===== config.mk =====
export PLATFORM = sky130hd
export DESIGN_NAME = pwm_shift_sequencer_flat
export DESIGN_NICKNAME = d
export VERILOG_FILES = /design/src/rtl/pwm_seq_pkg.sv /design/src/rtl/pwm_shift_sequencer_if.sv /design/src/rtl/pwm_duty_bank.sv /design/src/rtl/pwm_shift_sequencer.sv /design/src/flat_wrapper.sv
export SDC_FILE = /design/constraint.sdc
export NUM_CORES = 1
export LEC_CHECK = 0
export ABC_AREA = 1
export CORE_AREA = 2 2 144 90
export DETAILED_ROUTE_END_ITERATION = 8
export DIE_AREA = 0 0 146 92
export GPL_ROUTABILITY_DRIVEN = 0
export HOLD_SLACK_MARGIN = 0.15
export PLACE_DENSITY_LB_ADDON = 0.05
export SETUP_SLACK_MARGIN = 0.1
export SKIP_CTS_REPAIR_TIMING = 1
export SLEW_MARGIN = 20
export SYNTH_ARGS = -nofsm -noshare
export SYNTH_HDL_FRONTEND = slang
export SYNTH_SLANG_ARGS = --single-unit

===== constraint.sdc =====
create_clock -name clk -period 4.25 [get_ports clk]
set_input_delay 0.425 -clock clk [delete_from_list [all_inputs] [get_ports clk]]
set_output_delay 0.425 -clock clk [all_outputs]
set_load 0.05 [all_outputs]

===== src/rtl/pwm_seq_pkg.sv =====
// Shared types and constants for the PWM shift-register sequencer.
// Provides the FSM state encoding, default sizing and the counter-width helper.
package pwm_seq_pkg;

   typedef enum logic [1:0] {
      IDLE  = 2'd0,
      LOAD  = 2'd1,
      SHIFT = 2'd2,
      LATCH = 2'd3
   } seq_state_t;

   localparam int DEF_NUM_CH = 8;
   localparam int DEF_PERIOD = 100;
   localparam int DEF_DUTY_W = 8;

   // Bits needed to count 0..n-1, never less than one.
   function automatic int cnt_width(input int n);
      return (n <= 2) ? 1 : $clog2(n);
   endfunction

endpackage


===== src/rtl/pwm_shift_sequencer_if.sv =====
// Duty-write bus and external shift-register control lines of the sequencer.
// The sequencer is the slave (accepts writes, drives the shift register).
interface pwm_shift_sequencer_if
   import pwm_seq_pkg::*;
#(
   parameter int NUM_CH = DEF_NUM_CH,
   parameter int DUTY_W = DEF_DUTY_W
);
   localparam int ADDR_W = $clog2(NUM_CH);

   logic              duty_wr_en;
   logic [ADDR_W-1:0] duty_wr_addr;
   logic [DUTY_W-1:0] duty_wr_data;
   logic              sr_data;
   logic              sr_shift;
   logic              sr_latch;
   logic              sr_clr;

   modport master (
      output duty_wr_en, duty_wr_addr, duty_wr_data,
      input  sr_data, sr_shift, sr_latch, sr_clr
   );

   modport slave (
      input  duty_wr_en, duty_wr_addr, duty_wr_data,
      output sr_data, sr_shift, sr_latch, sr_clr
   );

endinterface


===== src/rtl/pwm_duty_bank.sv =====
// Per-channel pending/active duty registers and the step compare vector.
// Active duties only change on a period-boundary snapshot so a period never glitches.
module pwm_duty_bank
   import pwm_seq_pkg::*;
#(
   parameter int NUM_CH = DEF_NUM_CH,
   parameter int DUTY_W = DEF_DUTY_W,
   localparam int ADDR_W = $clog2(NUM_CH)
) (
   input  logic              clk,
   input  logic              reset,
   input  logic              wr_en,
   input  logic [ADDR_W-1:0] wr_addr,
   input  logic [DUTY_W-1:0] wr_data,
   input  logic              snapshot,
   input  logic [DUTY_W-1:0] step,
   output logic [NUM_CH-1:0] bits
);

   generate
      for (genvar gi = 0; gi < NUM_CH; gi++) begin : g_ch
         logic [DUTY_W-1:0] pending_reg;
         logic [DUTY_W-1:0] active_reg;
         logic [DUTY_W-1:0] duty_eff;

         always_ff @(posedge clk) begin
            if (reset) begin
               pending_reg <= '0;
               active_reg  <= '0;
            end else begin
               if (wr_en && (wr_addr == ADDR_W'(gi)))
                  pending_reg <= wr_data;
               if (snapshot)
                  active_reg <= pending_reg;
            end
         end

         // During the snapshot cycle compare against the value being copied in.
         assign duty_eff = snapshot ? pending_reg : active_reg;
         assign bits[gi] = (step < duty_eff);
      end
   endgenerate

endmodule


===== src/rtl/pwm_shift_sequencer.sv =====
// Multi-channel PWM scheduler: per step, shifts the compare bits out MSB-first
// to an external SIPO register and then pulses its latch, all on one clock.
module pwm_shift_sequencer
   import pwm_seq_pkg::*;
#(
   parameter int NUM_CH = DEF_NUM_CH,
   parameter int PERIOD = DEF_PERIOD,
   parameter int DUTY_W = DEF_DUTY_W
) (
   input  logic                   clk,
   input  logic                   reset,
   input  logic                   enable,
   pwm_shift_sequencer_if.slave   bus,
   output logic                   busy,
   output logic                   period_tick,
   output logic [DUTY_W-1:0]      step_cnt
);

   localparam int CNT_W = cnt_width(NUM_CH);
   localparam logic [DUTY_W-1:0] LAST_STEP  = DUTY_W'(PERIOD - 1);
   localparam logic [CNT_W-1:0]  LAST_SHIFT = CNT_W'(NUM_CH - 1);

   seq_state_t        state_reg, state_next;
   logic [DUTY_W-1:0] step_reg, step_next;
   logic [NUM_CH-1:0] buf_reg, buf_next;
   logic [CNT_W-1:0]  shift_cnt_reg, shift_cnt_next;
   logic              clr_reg;
   logic              snapshot;
   logic [NUM_CH-1:0] bits;

   assign snapshot = (state_reg == LOAD) && (step_reg == '0);

   pwm_duty_bank #(
      .NUM_CH (NUM_CH),
      .DUTY_W (DUTY_W)
   ) u_duty_bank (
      .clk      (clk),
      .reset    (reset),
      .wr_en    (bus.duty_wr_en),
      .wr_addr  (bus.duty_wr_addr),
      .wr_data  (bus.duty_wr_data),
      .snapshot (snapshot),
      .step     (step_reg),
      .bits     (bits)
   );

   always_ff @(posedge clk) begin
      if (reset) begin
         state_reg     <= IDLE;
         step_reg      <= '0;
         buf_reg       <= '0;
         shift_cnt_reg <= '0;
         clr_reg       <= 1'b1;
      end else begin
         state_reg     <= state_next;
         step_reg      <= step_next;
         buf_reg       <= buf_next;
         shift_cnt_reg <= shift_cnt_next;
         clr_reg       <= 1'b0;
      end
   end

   always_comb begin
      state_next     = state_reg;
      step_next      = step_reg;
      buf_next       = buf_reg;
      shift_cnt_next = shift_cnt_reg;
      case (state_reg)
         IDLE: begin
            if (enable)
               state_next = LOAD;
         end
         LOAD: begin
            buf_next       = bits;
            shift_cnt_next = '0;
            state_next     = SHIFT;
         end
         SHIFT: begin
            buf_next       = {buf_reg[NUM_CH-2:0], 1'b0};
            shift_cnt_next = shift_cnt_reg + CNT_W'(1);
            if (shift_cnt_reg == LAST_SHIFT)
               state_next = LATCH;
         end
         LATCH: begin
            step_next  = (step_reg == LAST_STEP) ? '0 : step_reg + DUTY_W'(1);
            state_next = enable ? LOAD : IDLE;
         end
         default: state_next = IDLE;
      endcase
   end

   // Strobes decode straight from state, so shift and latch are mutually exclusive.
   assign bus.sr_shift = (state_reg == SHIFT);
   assign bus.sr_latch = (state_reg == LATCH);
   assign bus.sr_data  = (state_reg == SHIFT) && buf_reg[NUM_CH-1];
   assign bus.sr_clr   = clr_reg;
   assign busy         = (state_reg != IDLE);
   assign period_tick  = (state_reg == LATCH) && (step_reg == LAST_STEP);
   assign step_cnt     = step_reg;

endmodule


===== src/flat_wrapper.sv =====
// flat-port wrapper written by rule: the top's interface ports become plain ports
module pwm_shift_sequencer_flat import pwm_seq_pkg::*;
#(
   parameter int NUM_CH = DEF_NUM_CH,
   parameter int PERIOD = DEF_PERIOD,
   parameter int DUTY_W = DEF_DUTY_W
)
  (clk, reset, enable, busy, period_tick, step_cnt, bus_duty_wr_en, bus_duty_wr_addr, bus_duty_wr_data, bus_sr_data, bus_sr_shift, bus_sr_latch, bus_sr_clr);
  pwm_shift_sequencer_if #(.NUM_CH(NUM_CH), .DUTY_W(DUTY_W)) bus_i ();
  input  logic clk;
  input  logic reset;
  input  logic enable;
  output logic busy;
  output logic period_tick;
  output logic [DUTY_W-1:0] step_cnt;
  input wire logic [$bits(bus_i.duty_wr_en)-1:0] bus_duty_wr_en;
  input wire logic [$bits(bus_i.duty_wr_addr)-1:0] bus_duty_wr_addr;
  input wire logic [$bits(bus_i.duty_wr_data)-1:0] bus_duty_wr_data;
  output wire logic [$bits(bus_i.sr_data)-1:0] bus_sr_data;
  output wire logic [$bits(bus_i.sr_shift)-1:0] bus_sr_shift;
  output wire logic [$bits(bus_i.sr_latch)-1:0] bus_sr_latch;
  output wire logic [$bits(bus_i.sr_clr)-1:0] bus_sr_clr;
  assign bus_i.duty_wr_en = bus_duty_wr_en;
  assign bus_i.duty_wr_addr = bus_duty_wr_addr;
  assign bus_i.duty_wr_data = bus_duty_wr_data;
  assign bus_sr_data = bus_i.sr_data;
  assign bus_sr_shift = bus_i.sr_shift;
  assign bus_sr_latch = bus_i.sr_latch;
  assign bus_sr_clr = bus_i.sr_clr;
  pwm_shift_sequencer #(.NUM_CH(NUM_CH), .PERIOD(PERIOD), .DUTY_W(DUTY_W)) u_core (.clk(clk), .reset(reset), .enable(enable), .bus(bus_i), .busy(busy), .period_tick(period_tick), .step_cnt(step_cnt));
endmodule

### Word level (Yosys, flattened, before mapping)

Cells that the tools add are included.

* bits in registers: 150
* input port bits: 15
* output and inout port bits: 14
* word-level logic and storage cells: 78

* add/subtract/negate cells: 2
* order comparisons: 8
* eq/ne operators: 14
* muxes and demuxes: 16
* reductions and logical operators: 17

Operators by type and width (number)
* $mux 8: 9
* $lt 8x8->1: 8
* $pmux 8 s2: 1
* $eq 3x3->1 const B: 5
* $logic_and 1x1->1: 11
* $add 8x1->8 const B: 1
* $eq 8x7->1 const B: 1
* $logic_not 8->1: 1
* $pmux 2 s4: 1
* $eq 3x2->1 const B: 2
* $pmux 3 s2: 1
* $eq 2x2->1 const B: 2
* $mux 2: 2
* $reduce_bool 2->1: 2
* $add 3x1->3 const B: 1
* $eq 3x1->1 const B: 1
* $logic_not 3->1: 1
* $eq 2x1->1 const B: 1
* $logic_not 2->1: 1
* $mux 1: 2
* $ne 2x1->1 const B: 1
* $ne 2x2->1 const B: 1
* $reduce_and 2->1: 1

### Logic depth before layout (Yosys ltp)

* depth in word-level cells: 5
* depth in mapped cells: 16
* gate-level depth less buffers: 14

### Cells and area by module

From an unflattened synthesis, not the netlist that was laid out.

* cells, all modules: 886
* area, all modules: 7026.7 sq um

Modules (own cells, without submodules)
* pwm_duty_bank: times used 1, cells an instance 713, area an instance 5865.6 sq um, sequential area each 2562.5 sq um
* pwm_shift_sequencer: times used 1, cells an instance 173, area an instance 1161.1 sq um, sequential area each 440.4 sq um

### Worst setup path after synthesis

OpenSTA, ideal clock, no wires.

* kind: register -> register
* from: register u_core.step_reg[1], in the netlist u_core.step_cnt[1]
* to: register u_core.buf_reg[5]
* setup time: 0.070 ns
* data arrival time: 2.891 ns
* data required time: 4.180 ns
* slack: 1.289 ns
* cell stages (with the launch flop): 15
* path buffers: 2
* clock period less this slack: 2.961 ns
* path through: dfxtp_1 > inv_1 > ha_1 > nand2_1 > nor2_8 > nand2_4 > buf_8 > buf_12 > mux2i_2 > ha_1 > a21oi_1 > nor2_1 > a2111oi_0 > nand2_1 > a21oi_1

* longest elaborated chain between the ends: 5

RTL lines
* start, declared: line pwm_shift_sequencer.sv:24 `logic [DUTY_W-1:0] step_reg, step_next;`
* start signal, assigned: line pwm_shift_sequencer.sv:56 `step_reg <= step_next;`
* $logic_not 8->1: line pwm_shift_sequencer.sv:31 `assign snapshot = (state_reg == LOAD) && (step_reg == '0);`
* $logic_and 1x1->1: line pwm_shift_sequencer.sv:31
* $mux 8
* $lt 8x8->1 (*): line pwm_duty_bank.sv:40 `assign bits[gi] = (step < duty_eff);`
* $pmux 8 s2 (*): line pwm_shift_sequencer.sv:68 `case (state_reg)`
* end signal, assigned: line pwm_shift_sequencer.sv:57 `buf_reg <= buf_next;`
* end, declared: line pwm_shift_sequencer.sv:25 `logic [NUM_CH-1:0] buf_reg, buf_next;`

Every way passes the cells marked *; elsewhere a longest branch is shown, timed or not.
A chain may end at the register's enable or synchronous reset.

### Worst setup path after layout

* from: register u_core.step_reg[4], in the netlist u_core.step_cnt[4]
* to: register u_core.buf_reg[1]

The elaborated chain is that of the path after synthesis.

==> results.md <==
* Status: completed
* Xor and xnor area share after synthesis at 0.123%
* Layout cells sized above 1 at 10.4%
* Syn_area_per_cell at 8.26 um^2
* Slew @ Worst Pin at 0.899 ns
* Storage cell area at 3000 um^2
* Final nets at about 970
* Post-synthesis mux area share at 9.95%
* Async set or reset register ratio after synthesis at 0%
* Register area share after synthesis at between 40% and 50%
* Initial antenna violation count at 0
* Crit path required time at 4.59 ns
* Seq cells post-synth at 150
* Ys flop type: dfxtp_1
* Min Tclk post-route at 3.34 ns
* Root Driver: clkbuf_16
* Largest net degree at the start of global routing at 80
* ANT cells at 0
* Die Wd at 146 um
* Clk pin slew, worst setup/hold paths at approximately 0.060 ns
* Row cnt at 32
* IO Pins at 29
* Slew margin rel. at 40.0%
* R2R Path Start: u_core.step_cnt[4]
* Synth Area in Simple Gates at 20.7%
* Routed vias/inst at 5.46
* Total Routing Usage GR at ~29%
* Hpwl dp at 12,500 um
* Hold slack final at 0.464 ns
* DR WL/cell at between 15 and 20 um
* Max-Cap Viols at 0
* Power Density at between 500 and 600 nW/um^2
* Hold crit path type: flop to flop
* Peak VDD IR at between 0.0002 and 0.0003 V
* Largest family of logic cells by synthesized area: simple AND/OR/NAND/NOR gates
* Initial Util at roughly 58%
* Crit Path Max Fanout at 27
* CTS Sinks at 150
* Die Y at 92 um
* Synthesized cell area at 7140 um^2
* Core area at ~12,000 um^2
* DRT Pass-1 Iters at 5
* Initial DRC Count at 590
* Max Freq at ~300 MHz
* Utilization after layout at 66.0%
* Netlist cell types at 31
* First-pass GRT wire length at 29,800 um
* Clock latency on the worst-skew pair at between 0.4 and 0.5 ns
* DRC Markers at 0
* DRT Wirelength at between 15,000 and 20,000 um
* Critical Path End Type: flop
* Final ANT Viol Nets at 0
* Fill count at roughly 1,000
* Total number of vias at 5,866
* Final hold vios at 0
* CTS tree: built
* Arr. time, crit path at 3.67 ns
* Period utilization at 78.5%
* Area growth from synthesis to layout at 13.9%
* H-tree lvl count at 4
* Crit. Startpoint: u_core.step_cnt[4]
* Multi-input logic area at 3650 um^2
* Leakage at 3.65 nW
* Setup CP Type: flop to flop
* Post-synthesis cell count at 865
* Syn_nets at about 950
* Setup WS pre-CTS at 0.983 ns
* Hold Crit Start: u_core.u_duty_bank.g_ch[0].pending_reg[0]
* GRT overflow at 0
* Final-report max-slew violation count at 0
* # port buffers at 28
* Worst setup margin at between 0.9 and 1 ns
* Die area at 13,400 um^2
* Commonest non-fill, non-tap cell in the layout: nor2_1
* Total CTS buffers at 17
* Setup-failing EPs final at 0
* Area fraction in compound gates after synthesis at between 8 and 9%
* Most frequent cells in the layout: 212 x nor2_1, 150 x dfxtp_1, 104 x nand2_1
* CP startpoint kind: flop
* Synth Area in Adders at 11.4%
* Vias in the first global route at 5,660
* Setup TNS Final at 0 ns
* Max clock buf depth at 2
* Ys Warns at 0
* Clock skew at about 0.0084 ns
* Unrepaired setup endpoints after global routing: false
* Number of synthesized flops with an enable pin at 0
* R2R setup slack at roughly 0.91 ns
==> path summary, 6_finish.rpt <==
path                                                    end  depth (start not counted)
setup / recovery                          u_core.buf_reg[1]                         14
hold / removal    u_core.u_duty_bank.g_ch[0].pending_reg[0]                          2
setup reg to reg                          u_core.buf_reg[1]                         14
hold reg to reg   u_core.u_duty_bank.g_ch[0].pending_reg[0]                          2
==> cell families (layout without fill, tap and decap cells) <==
logic type / after synthesis / in the layout
compound gates: 121 / 121
simple gates: 363 / 363
xor+xnor: 1 / 1
flops: 150 / 150
buf+inv: 109 / 149
fa+ha+maj: 65 / 65
mux: 56 / 56
==> layer usage <==
layer  wire length, um  vias to the layer above  track usage [%]
met5                 0                        -                0
met4               404                        0             9.30
met3              1510                       29             6.92
met2              7960                      215             43.5
met1              8800                     2737             41.4
li1                  -                     2885                -
==> critical path, cell delays in order, from the launching register on <==
cell     delay, ns
dfxtp_1       0.80
inv_2         0.12
nand2_2       0.15
nor2_8        0.07
nand2_4       0.40
buf_12        0.33
mux2i_2       0.29
ha_1          0.29
nand2_1       0.11
inv_1         0.07
nand2_1       0.07
nand3_1       0.10
a31oi_1       0.20
nand2_1       0.09
a21oi_1       0.12
==> where the power goes <==
part	total (mW)	switching [mW]	internal (mW)	leakage, nW
clock network	1.55	0.595	0.956	0.290
registers	1.57	0.0533	1.52	1.22
logic	1.33	0.851	0.481	2.14
==> layout make-up <==
class                           instances  area share (%)
Sequential cell                       150            36.9
Clock inverter                         11            1.83
Inverter                               78            3.60
Clock buffer                           21            5.66
Multi-Input combinational cell        606            44.8
Timing Repair Buffer                   39            4.55
Tap cell                              170            2.61
==> per-stage QoR <==
| step | cell area (um^2) | power [mW] | cells |
|---|---|---|---|
| final | 8140 | 4.46 | 1075 |
| after global routing | 8140 | 4.68 | 1075 |
| after CTS | 8140 | 4.45 | 1075 |
| after detailed placement | 7530 | 2.91 | 1043 |
| after global placement | 7530 | 2.88 | 1043 |
| after floorplan | 7140 | 2.64 | 865 |
==> cell usage after synthesis, types with 2 or more instances <==
| cell | number | area share [%] |
|---|---|---|
| a211oi_1 | 3 | 0.32 |
| a21oi_1 | 35 | 2.5 |
| a31oi_1 | 4 | 0.35 |
| buf_1 | 9 | 0.47 |
| buf_12 | 4 | 1.1 |
| clkbuf_1 | 15 | 0.79 |
| clkinv_1 | 8 | 0.42 |
| dfxtp_1 | 150 | 42 |
| ha_1 | 65 | 11 |
| inv_1 | 64 | 3.4 |
| inv_2 | 6 | 0.32 |
| mux2i_1 | 16 | 2.2 |
| mux2i_2 | 40 | 7.7 |
| nand2_1 | 104 | 5.5 |
| nand2_4 | 3 | 0.47 |
| nand3_1 | 33 | 2.3 |
| nand4_1 | 2 | 0.18 |
| nor2_1 | 212 | 11 |
| nor2_8 | 2 | 0.56 |
| nor3_1 | 5 | 0.35 |
| o21ai_0 | 70 | 4.9 |
| o22ai_1 | 6 | 0.53 |
Power figures use the tool's default switching activity.
